--- src/rtl/mouse_shot_if.sv ---
// Mouse/VGA-side inputs plus cursor position and shot handshake toward the draw and hit stages.
interface mouse_shot_if;
  logic [11:0] mouse_xpos;
  logic [11:0] mouse_ypos;
  logic        mouse_left;
  logic        vblnk;
  logic [11:0] xpos;
  logic [11:0] ypos;
  logic        shot_valid;
  logic        shot_ready;
  logic [11:0] shot_x;
  logic [11:0] shot_y;
  logic        reloading;

  // The stage itself.
  modport slave (
    input  mouse_xpos, mouse_ypos, mouse_left, vblnk, shot_ready,
    output xpos, ypos, shot_valid, shot_x, shot_y, reloading
  );

  // Whatever drives the stage and consumes its outputs.
  modport master (
    output mouse_xpos, mouse_ypos, mouse_left, vblnk, shot_ready,
    input  xpos, ypos, shot_valid, shot_x, shot_y, reloading
  );
endinterface

--- src/rtl/mouse_shot_ctrl.sv ---
// Frame-latched, clamped cursor position plus a one-shot trigger with a valid/ready handshake.
// Each accepted shot is followed by a reload cooldown that is counted in frames.
module mouse_shot_ctrl #(
  parameter int H_RES           = 800,
  parameter int V_RES           = 600,
  parameter int COOLDOWN_FRAMES = 15,
  parameter int CNT_W           = 8
) (
  input  logic        clk,
  input  logic        rst,
  mouse_shot_if.slave bus
);
  localparam logic [11:0]      X_MAX   = 12'(H_RES - 1);
  localparam logic [11:0]      Y_MAX   = 12'(V_RES - 1);
  localparam logic [11:0]      X_RST   = 12'(H_RES / 2);
  localparam logic [11:0]      Y_RST   = 12'(V_RES / 2);
  localparam logic [CNT_W-1:0] CNT_CD  = CNT_W'(COOLDOWN_FRAMES);
  localparam logic [CNT_W-1:0] CNT_ONE = CNT_W'(1);

  typedef enum logic [1:0] {ARMED, SHOT, COOLDOWN} state_t;

  state_t            state, state_n;
  logic [CNT_W-1:0]  cnt, cnt_n;
  logic              vblnk_q, btn_s1, btn_s2, btn_q;
  logic              tick, rise;
  logic [11:0]       xpos_r, ypos_r, x_clamp, y_clamp;
  logic              shot_valid_r, shot_valid_n;
  logic [11:0]       shot_x_r, shot_x_n, shot_y_r, shot_y_n;
  logic              reloading_r, reloading_n;

  assign tick    = bus.vblnk & ~vblnk_q;
  assign rise    = btn_s2 & ~btn_q;
  assign x_clamp = (bus.mouse_xpos > X_MAX) ? X_MAX : bus.mouse_xpos;
  assign y_clamp = (bus.mouse_ypos > Y_MAX) ? Y_MAX : bus.mouse_ypos;

  always_ff @(posedge clk) begin
    if (rst) begin
      state        <= ARMED;
      cnt          <= '0;
      vblnk_q      <= 1'b0;
      btn_s1       <= 1'b0;
      btn_s2       <= 1'b0;
      btn_q        <= 1'b0;
      xpos_r       <= X_RST;
      ypos_r       <= Y_RST;
      shot_valid_r <= 1'b0;
      shot_x_r     <= '0;
      shot_y_r     <= '0;
      reloading_r  <= 1'b0;
    end else begin
      state        <= state_n;
      cnt          <= cnt_n;
      vblnk_q      <= bus.vblnk;
      btn_s1       <= bus.mouse_left;
      btn_s2       <= btn_s1;
      btn_q        <= btn_s2;
      shot_valid_r <= shot_valid_n;
      shot_x_r     <= shot_x_n;
      shot_y_r     <= shot_y_n;
      reloading_r  <= reloading_n;
      if (tick) begin
        xpos_r <= x_clamp;
        ypos_r <= y_clamp;
      end
    end
  end

  always_comb begin
    state_n      = state;
    cnt_n        = cnt;
    shot_valid_n = shot_valid_r;
    shot_x_n     = shot_x_r;
    shot_y_n     = shot_y_r;
    case (state)
      ARMED: begin
        // Captures the pre-tick position even if a tick lands on the same edge.
        if (rise) begin
          shot_valid_n = 1'b1;
          shot_x_n     = xpos_r;
          shot_y_n     = ypos_r;
          state_n      = SHOT;
        end
      end
      SHOT: begin
        if (shot_valid_r && bus.shot_ready) begin
          shot_valid_n = 1'b0;
          if (COOLDOWN_FRAMES == 0) begin
            state_n = ARMED;
          end else begin
            cnt_n   = CNT_CD;
            state_n = COOLDOWN;
          end
        end
      end
      COOLDOWN: begin
        if (tick) begin
          cnt_n = cnt - CNT_ONE;
          if (cnt == CNT_ONE) state_n = ARMED;
        end
      end
      default: state_n = ARMED;
    endcase
    reloading_n = (state_n == SHOT) || (state_n == COOLDOWN);
  end

  assign bus.xpos       = xpos_r;
  assign bus.ypos       = ypos_r;
  assign bus.shot_valid = shot_valid_r;
  assign bus.shot_x     = shot_x_r;
  assign bus.shot_y     = shot_y_r;
  assign bus.reloading  = reloading_r;
endmodule

--- src/flat_wrapper.sv ---
// flat-port wrapper written by rule: the top's interface ports become plain ports
module mouse_shot_ctrl_flat 
#(
  parameter int H_RES           = 800,
  parameter int V_RES           = 600,
  parameter int COOLDOWN_FRAMES = 15,
  parameter int CNT_W           = 8
)
  (clk, rst, bus_mouse_xpos, bus_mouse_ypos, bus_mouse_left, bus_vblnk, bus_shot_ready, bus_xpos, bus_ypos, bus_shot_valid, bus_shot_x, bus_shot_y, bus_reloading);
  mouse_shot_if bus_i ();
  input  logic clk;
  input  logic rst;
  input wire logic [$bits(bus_i.mouse_xpos)-1:0] bus_mouse_xpos;
  input wire logic [$bits(bus_i.mouse_ypos)-1:0] bus_mouse_ypos;
  input wire logic [$bits(bus_i.mouse_left)-1:0] bus_mouse_left;
  input wire logic [$bits(bus_i.vblnk)-1:0] bus_vblnk;
  input wire logic [$bits(bus_i.shot_ready)-1:0] bus_shot_ready;
  output wire logic [$bits(bus_i.xpos)-1:0] bus_xpos;
  output wire logic [$bits(bus_i.ypos)-1:0] bus_ypos;
  output wire logic [$bits(bus_i.shot_valid)-1:0] bus_shot_valid;
  output wire logic [$bits(bus_i.shot_x)-1:0] bus_shot_x;
  output wire logic [$bits(bus_i.shot_y)-1:0] bus_shot_y;
  output wire logic [$bits(bus_i.reloading)-1:0] bus_reloading;
  assign bus_i.mouse_xpos = bus_mouse_xpos;
  assign bus_i.mouse_ypos = bus_mouse_ypos;
  assign bus_i.mouse_left = bus_mouse_left;
  assign bus_i.vblnk = bus_vblnk;
  assign bus_i.shot_ready = bus_shot_ready;
  assign bus_xpos = bus_i.xpos;
  assign bus_ypos = bus_i.ypos;
  assign bus_shot_valid = bus_i.shot_valid;
  assign bus_shot_x = bus_i.shot_x;
  assign bus_shot_y = bus_i.shot_y;
  assign bus_reloading = bus_i.reloading;
  mouse_shot_ctrl #(.H_RES(H_RES), .V_RES(V_RES), .COOLDOWN_FRAMES(COOLDOWN_FRAMES), .CNT_W(CNT_W)) u_core (.clk(clk), .rst(rst), .bus(bus_i));
endmodule
--- config.mk ---
export PLATFORM = sky130hd
export DESIGN_NAME = mouse_shot_ctrl_flat
export DESIGN_NICKNAME = d
export VERILOG_FILES = /design/src/rtl/mouse_shot_if.sv /design/src/rtl/mouse_shot_ctrl.sv /design/src/flat_wrapper.sv
export SDC_FILE = /design/constraint.sdc
export NUM_CORES = 1
export LEC_CHECK = 0
export CAP_MARGIN = 15
export CORE_MARGIN = 5
export CORE_UTILIZATION = 28
export DETAILED_ROUTE_END_ITERATION = 8
export HOLD_SLACK_MARGIN = 0.06
export PLACE_DENSITY_LB_ADDON = 0.15
export SYNTH_ARGS = -nofsm -noshare
export SYNTH_HDL_FRONTEND = slang
export SYNTH_SLANG_ARGS = --single-unit
export TNS_END_PERCENT = 1
--- constraint.sdc ---
create_clock -name clk -period 2.7 [get_ports clk]
set_input_delay 0.675 -clock clk [delete_from_list [all_inputs] [get_ports clk]]
set_output_delay 0.675 -clock clk [all_outputs]
set_load 0.05 [all_outputs]
# [Word-level counts from Yosys, hierarchy flattened]
# Index checks and enable logic that the tools add are counted.
[totals] register_bits=64 latchBits=0 mem_bits_rw=0 romBits=0 in_bits=29 out_inout_bits=50 word_cells=48 mem_count=0
[op_classes] addsub=1 mul=0 n_div=0 n_lt_le_gt_ge=2 eq_ne=8 shift=0 n_mux=13 bitwise=4 reduce_logical=8
[op_table] operator="greater-than comparator 12 x 10 -> 1 bit (second input constant)" count=2
[op_table] operator="2-to-1 mux 12 bit" count=2
[op_table] operator="2-to-1 mux 8 bit" count=2
[op_table] operator="one-hot mux 8 bit (2 select lines)" count=1
[op_table] operator="equality test 8 x 1 -> 1 bit (second input constant)" count=1
[op_table] operator="2-to-1 mux 2 bit" count=4
[op_table] operator="subtractor 8 x 1 -> 8 bit (second input constant)" count=1
[op_table] operator="!= test 2 x 1 -> 1 bit (second input constant)" count=3
[op_table] operator="one-hot mux 2 bit (3 select lines)" count=1
[op_table] operator="AND reduction 3 bit" count=2
[op_table] operator="equality test 2 x 1 -> 1 bit (second input constant)" count=2
[op_table] operator="equality test 2 bit (second input constant)" count=2
[op_table] operator="nonzero test 2 bit" count=2
[op_table] operator="bitwise AND 1 bit" count=2
[op_table] operator="logical NOT 2 bit" count=1
[op_table] operator="2-to-1 mux 1 bit" count=2
[op_table] operator="NOT 1 bit" count=2
[op_table] operator="one-hot mux 1 bit (2 select lines)" count=1
[op_table] operator="AND reduction 2 bit" count=1
[op_table] operator="logical AND 1 bit" count=1
[op_table] operator="logical OR 1 bit" count=1

# [Logic depth before layout (Yosys ltp)]
# Gate-level depths: netlist (run 1).
[logic_depth] ltp_word=6 depth_mapped=6 depth_no_buf=5

# [Least setup slack after synthesis (run 1)]
# OpenSTA, ideal clock, no wires.
[synth_path] path_type="input port to flip-flop" startpoint="input port bus_mouse_ypos[10]" endpoint="register u_core.ypos_r[2], in the netlist u_core.bus.ypos[2]" setup_time_ns=0.136 arrival_time_ns=1.639 setup_slack_ns=0.925 cell_stages=3 path_buffers=0 path_cell_list="or4_1 -> a2111oi_0 -> a211oi_1"
[synth_via] elab_chain_cells=2
[synth_rtl] item="from (decl)" line="flat_wrapper.sv:14" rtl="input wire logic [$bits(bus_i.mouse_ypos)-1:0] bus_mouse_ypos;"
[synth_rtl] item="greater-than comparator 12 x 10 -> 1 bit" line="mouse_shot_ctrl.sv:34" rtl="assign y_clamp = (bus.mouse_ypos > Y_MAX) ? Y_MAX : bus.mouse_ypos;"
[synth_rtl] item="2-to-1 mux 12 bit" line="mouse_shot_ctrl.sv:34"
[synth_rtl] item="to (signal assigned)" line="mouse_shot_ctrl.sv:63" rtl="ypos_r <= y_clamp;"
[synth_rtl] item="to (decl)" line="mouse_shot_ctrl.sv:26" rtl="logic [11:0] xpos_r, ypos_r, x_clamp, y_clamp;"
# No other way between the ends.
# A chain may end at the register's enable or synchronous reset.

# [Final worst setup path (run 1)]
[layout_path] startpoint="register u_core.ypos_r[8], in the netlist u_core.bus.ypos[8]" endpoint="output port bus_ypos[8]"
[layout_rtl] item="to (decl)" line="flat_wrapper.sv:19" rtl="output wire logic [$bits(bus_i.ypos)-1:0] bus_ypos;"
# No word-level cell between the ends.

==> results.tsv, run 1 <==
stage	metric	value	unit
setup_path	crit_required	2.03	ns
setup_path	path_cells	clkdlybuf4s50_1	
setup_path	end_kind	primary output	
clock_network	clk_pin_slew	0.08	ns
timing	post-route-min-period	2.25	ns
setup_path	worstPathArrival	1.58	ns
setup_path	path_buf_inv	1	
route	initialDrtViolationCount	94	
final_layout	layout_commonest_cell	clkdlybuf4s50_1	
setup_path	r2r_start	u_core.state[1]$_SDFF_PP0_	
timing	fin_tns_setup	0	ns
global_route	antenna_found_initial	0	
worst_hold_path	hp-start	u_core.btn_s1$_SDFF_PP0_	
route	ant_nets	0	
setup_path	path_depth	1	
clock_network	cts_resized	0	
timing	slew_headroom	0.526	
setup_path	cp_slowest_stage_delay	0.84	ns
final_layout	area_growth	45.8	%
final_layout	finalNetCount	376	
setup_path	slowest_stage	clkdlybuf4s50_1	
floorplan	fp.dieH	103	µm
power	power.leakage	1.30	nW
setup_path	path_delay_family	buffers and inverters	
timing	timing.fmax	0.444	GHz
synth	syn_inst	266	
run_status	outcome	finished clean	
worst_hold_path	hold_path.class	reg -> reg	
clock_network	hold_buffers	0	
route	dr.pass1.iters	5	
final_layout	final_cell_mix	clkdlybuf4s50_1 (77), dfxtp_1 (64), nand2_1 (52), a21oi_1 (32), clkbuf_8 (10)	
timing	period_share	0.834	
floorplan	core	8640	µm²
synth	synth-warning-count	0	
worst_hold_path	hold_path_end	u_core.btn_s2$_SDFF_PP0_	
floorplan	initial_core_util	0.283	
placed_design	place_ws	0.265	ns
timing	finalSetupViolations	0	
floorplan	die_area	10700	µm²
floorplan	fp.dieW	103	µm
placed_design	gp_congestion	0.799	
synth	synth_nets	297	
timing	fin_ws	0.449	ns
global_route	grt.total_usage	0.135	
clock_network	cts_tree	built	
final_layout	final_layout_size_suffix_gt1_frac	0.106	
global_route	grt_pass1_vias	2127	
global_route	grt_pass1_wl	11100	µm
power	p_per_area	634	nW/µm²
synth	postSynthAreaPerCell	9.20	µm²
floorplan	num_rows	34	
setup_path	startpoint_type	register	
setup_path	crit_type	reg -> out	
timing	rsz0062_at_grt	no	
global_route	grt_max_degree	25	
timing	drv_slew	0	
clock_network	clk_latency	0.34	ns
route	routedWlPerCell	15.4	µm
synth	synthesis.area	2450	µm²
final_layout	antenna-diode-count	0	
synth	synth-seq-cells	64	
setup_path	r2r_cells	3	
floorplan	io_pins	79	
placed_design	port_buffers	78	
synth	yosysUniqueCellTypes	45	
power	finalPower	0.00226	W
clock_network	cts_buffer_depth	2	
clock_network	cts.htree.levels	3	
timing	fin_worst_skew	0.0106	ns
clock_network	clock_sinks	64	
route	wirelength	7040	µm
run	maxCapViolCount	0	
synth	yosysSeqAreaShare	0.524	
clock_network	clock-root-buffer	clkbuf_8	
route	vias	2204	
timing	tightest_slew	0.704	ns
route	vias_per_cell	4.81	
setup_path	crit_fanout	3	
setup_path	r2r_end	u_core.bus.shot_y[11]$_SDFFE_PP0P_	
route	drcViolationCount	0	
clock_network	postCtsSetupBuffers	0	
clock_network	cts_made_buffers	9	
power	irDropWorstVdd	0.222	mV
worst_hold_path	hold-path-cell-count	1	
setup_path	r2r_setup_slack	0.90	ns
global_route	grt_overflow	0	
placed_design	dpl.hpwl	5100	µm
timing	hold_violations	0	
## state kept, by name (all words and copies together), names as in the netlist
signal	cells
u_core.state	2
u_core.bus.ypos	12
u_core.btn_s1	1
u_core.bus.shot_valid	1
u_core.bus.shot_x	12
u_core.vblnk_q	1
u_core.btn_s2	1
u_core.btn_q	1
u_core.bus.reloading	1
u_core.cnt	8
u_core.bus.shot_y	12
u_core.bus.xpos	12
## power by group
group / internal (W) / leakage [nW] / switching, W / total (W)
clock network: 0.000546 / 0.114 / 0.000378 / 0.000924
registers: 0.000980 / 0.522 / 0.0000291 / 0.00101
logic: 0.000129 / 0.662 / 0.000201 / 0.000330
total: 0.00166 / 1.30 / 0.000608 / 0.00226
## kinds of logic (layout without fill, tap and decap cells)
kind of cell | count (synthesis) | in the layout | share of synthesized area
simple gates | 106 | 106 | 0.229
buf+inv | 22 | 106 | 0.0368
flops | 64 | 64 | 0.524
compound gates | 65 | 65 | 0.172
fa+ha+maj | 2 | 2 | 0.0102
mux | 7 | 7 | 0.0286
## synthesized netlist by cell type (all sizes together)
library cell  instances  area share
dfxtp                64        0.52
nand2                52       0.080
a21oi                32       0.065
clkbuf               12       0.019
nor2                  8       0.012
mux2i                 7       0.029
nor2b                 7       0.018
a211oi                6       0.018
or4                   6       0.021
and3                  5       0.013
buf                   5       0.010
inv                   5      0.0077
nor3                  5       0.010
or3                   5       0.013
nand3                 4      0.0082
o21ai                 4      0.0082
o221a                 4       0.018
o22ai                 4       0.010
o31ai                 3      0.0092
a21o                  2      0.0061
a32oi                 2      0.0072
ha                    2       0.010
nand2b                2      0.0051
nor4b                 2       0.012
or2                   2      0.0051
a2111oi               1      0.0036
a221o                 1      0.0041
a2bb2oi               1      0.0036
a311o                 1      0.0041
a311oi                1      0.0036
a31oi                 1      0.0026
and2                  1      0.0026
and2b                 1      0.0031
and4b                 1      0.0041
nand4b                1      0.0036
nand4bb               1      0.0067
nor4                  1      0.0026
nor4bb                1      0.0041
o31a                  1      0.0036
o41ai                 1      0.0036
or4b                  1      0.0041
## worst max-delay path by stage
stage,endpoint,startpoint
2_1_floorplan,u_core.bus.ypos[2]$_SDFFE_PP1N_,bus_mouse_ypos[10]
4_1_cts,bus_shot_valid,u_core.bus.shot_valid$_SDFFE_PP0P_
3_3_place_gp,u_core.bus.xpos[3]$_SDFFE_PP0N_,bus_vblnk
5_1_grt,bus_ypos[2],u_core.bus.ypos[2]$_SDFFE_PP1N_
3_5_place_dp,u_core.bus.xpos[3]$_SDFFE_PP0N_,bus_vblnk
6_report,bus_ypos[8],u_core.bus.ypos[8]$_SDFFE_PP1N_
## layer usage
| metal | vias up | track usage | routed length [µm] |
|---|---|---|---|
| met5 | - | 0 | 0 |
| met4 | 0 | 0.0428 | 52 |
| met3 | 4 | 0.0537 | 649 |
| met2 | 69 | 0.196 | 3050 |
| met1 | 1027 | 0.184 | 3290 |
| li1 | 1104 | - | - |
## per-stage QoR
stage,std cells,instance area [µm²],hold slack [ns],util
after global placement,442,3350,0.422,0.388
final,458,3570,0.443,0.413
after global routing,458,3570,0.466,0.413
after detailed placement,442,3350,0.428,0.388
after floorplan,266,2450,0.414,-
after CTS,458,3570,0.450,0.413
## layout make-up
class	instances	area, µm²
Clock inverter	5	78.8
Sequential cell	64	1280
Clock buffer	11	141
Tap cell	108	135
Timing Repair Buffer	85	828
Fill cell	882	5070
Inverter	5	18.8
Multi-Input combinational cell	180	1080
Power figures use the tool's default switching activity.
==> inputs of run 2 (changes only) <==
==> constraint.sdc (replaced) <==
create_clock -name clk -period 1.85 [get_ports clk]
set_input_delay 0.4625 -clock clk [delete_from_list [all_inputs] [get_ports clk]]
set_output_delay 0.4625 -clock clk [all_outputs]
set_load 0.05 [all_outputs]
==> results.tsv, run 2 (synthesized netlist as in run 1, its figures left out) <==
stage	metric	value	unit
run_status	outcome	finished clean	
route	vias	2223	
timing	slew_headroom	0.719	
final_layout	final_layout_size_suffix_gt1_frac	0.279	
timing	tightest_slew	0.420	ns
setup_path	startpoint_type	input pin	
run	maxCapViolCount	0	
final_layout	fin_cells	474	
clock_network	cts_buffer_depth	2	
global_route	antenna_found_initial	0	
floorplan	fp.dieW	103	µm
timing	drv_slew	0	
setup_path	crit_fanout	8	
clock_network	clk_pin_slew	0.07	ns
power	p_per_area	882	nW/µm²
floorplan	die_area	10700	µm²
placed_design	port_buffers	78	
final_layout	fillers	891	
clock_network	cts_tree	built	
timing	hold_violations	0	
setup_path	crit_type	in -> reg	
floorplan	io_pins	79	
timing	period_share	0.953	
clock_network	cts.htree.levels	3	
power	seqPwrFrac	0.469	
final_layout	antenna-diode-count	0	
power	power_frac_clock	0.375	
worst_hold_path	hold_path.class	reg -> reg	
final_layout	layout_commonest_cell	buf_4	
power	irDropWorstVdd	0.319	mV
clock_network	cts_made_buffers	9	
floorplan	num_rows	34	
global_route	grt_pass1_wl	11000	µm
timing	fin_ws	0.0870	ns
route	initialDrtViolationCount	83	
clock_network	clock-root-buffer	clkbuf_8	
clock_network	clk_latency	0.34	ns
route	routedWlPerCell	15.1	µm
clock_network	postCtsSetupBuffers	0	
placed_design	post-place-cells	458	
final_layout	area_growth	45.9	%
power	power.leakage	1.44	nW
route	wirelength	7150	µm
route	ant_nets	0	
power	swShare	0.286	
power	p_int	0.00225	W
final_layout	final_cell_mix	buf_4 (71), dfxtp_1 (64), nand2_1 (52), a21oi_1 (32), clkdlybuf4s50_1 (27)	
timing	post-route-min-period	1.76	ns
floorplan	initial_core_util	0.283	
timing	fin_tns_setup	0	ns
timing	timing.fmax	0.567	GHz
clock_network	clock_sinks	64	
global_route	grt_max_degree	38	
final_layout	finalNetCount	392	
clock_network	hold_buffers	0	
placed_design	dpl.hpwl	5320	µm
placed_design	place_ws	-0.305	ns
setup_path	crit_required	2.12	ns
floorplan	fp.dieH	103	µm
power	power.switching	0.000899	W
power	comb_power_share	0.157	
timing	fin_worst_skew	0.00787	ns
floorplan	core	8640	µm²
setup_path	worstPathArrival	2.03	ns
timing	hold_ws	0.439	ns
route	dr.pass1.iters	4	
setup_path	end_kind	register	
placed_design	gp_congestion	0.757	
global_route	grt_overflow	0	
route	vias_per_cell	4.69	
global_route	grt_pass1_vias	2113	
timing	finalSetupViolations	0	
route	drcViolationCount	0	
global_route	grt.total_usage	0.136	
## run 2: cell types whose count changed in the layout (fill, tap and decap cells not counted), moves of 2 or more
cell / previous run / this run
buf_4: 7 / 71
clkdlybuf4s50_1: 77 / 27
clkinvlp_4: 0 / 3
buf_12: 0 / 2
## run 2: metal layers
layer / routed length, µm / up-vias / part of all wire / GRT usage
met4: 111 / 0 / 0.016 / 0.0598
met1: 3580 / 1011 / 0.50 / 0.186
met2: 3040 / 58 / 0.42 / 0.204
met3: 423 / 12 / 0.059 / 0.0315
li1: - / 1142 / - / -
met5: 0 / - / 0 / 0
## run 2: power by group through the flow
stage,Sequential (W),Combinational [W],Clock [W]
CTS,0.00147,0.000498,0.00120
finish,0.00147,0.000494,0.00118
floorplan,0.00165,0.000126,0
detailed placement,0.00151,0.000496,0
global placement,0.00151,0.000496,0
global route,0.00148,0.000527,0.00128
## run 2: final timing paths
kind	to	slack [ns]	depth (start not counted)	startpoint
setup / recovery	u_core.cnt[3]$_SDFFE_PP0P_	0.09	4	bus_vblnk
hold / removal	u_core.btn_s2$_SDFF_PP0_	0.44	1	u_core.btn_s1$_SDFF_PP0_
setup reg to reg	u_core.cnt[6]$_SDFFE_PP0P_	0.18	3	u_core.cnt[2]$_SDFFE_PP0P_
hold reg to reg	u_core.btn_s2$_SDFF_PP0_	0.44	1	u_core.btn_s1$_SDFF_PP0_
## run 2: what timing repair did
item / CTS / global route
gates resized for setup: 0 / 3
setup endpoints to repair: 0 / 9
hold endpoints to repair: 0 / 0
## run 2: critical path, cell delays in order
cell,delay [ns]
clkdlybuf4s50_1,0.58
nand4bb_4,0.18
or4_2,0.63
a31oi_1,0.17
## run 2: final cells by class
type                            instances  area [µm²]  share of cell area
Multi-Input combinational cell        180        1100               0.307
Timing Repair Buffer                  101         848               0.238
Clock buffer                           11         131              0.0368
Inverter                                5        18.8             0.00526
Sequential cell                        64        1280               0.359
Clock inverter                          5        57.6              0.0161
Tap cell                              108         135              0.0379
## run 2: per-stage QoR
| stage | cell area, µm² | util | total power, W |
|---|---|---|---|
| floorplan | 2450 | - | 0.00178 |
| global placement | 3370 | 0.390 | 0.00200 |
| detailed placement | 3370 | 0.390 | 0.00200 |
| CTS | 3560 | 0.412 | 0.00318 |
| global route | 3570 | 0.413 | 0.00329 |
| finish | 3570 | 0.413 | 0.00315 |
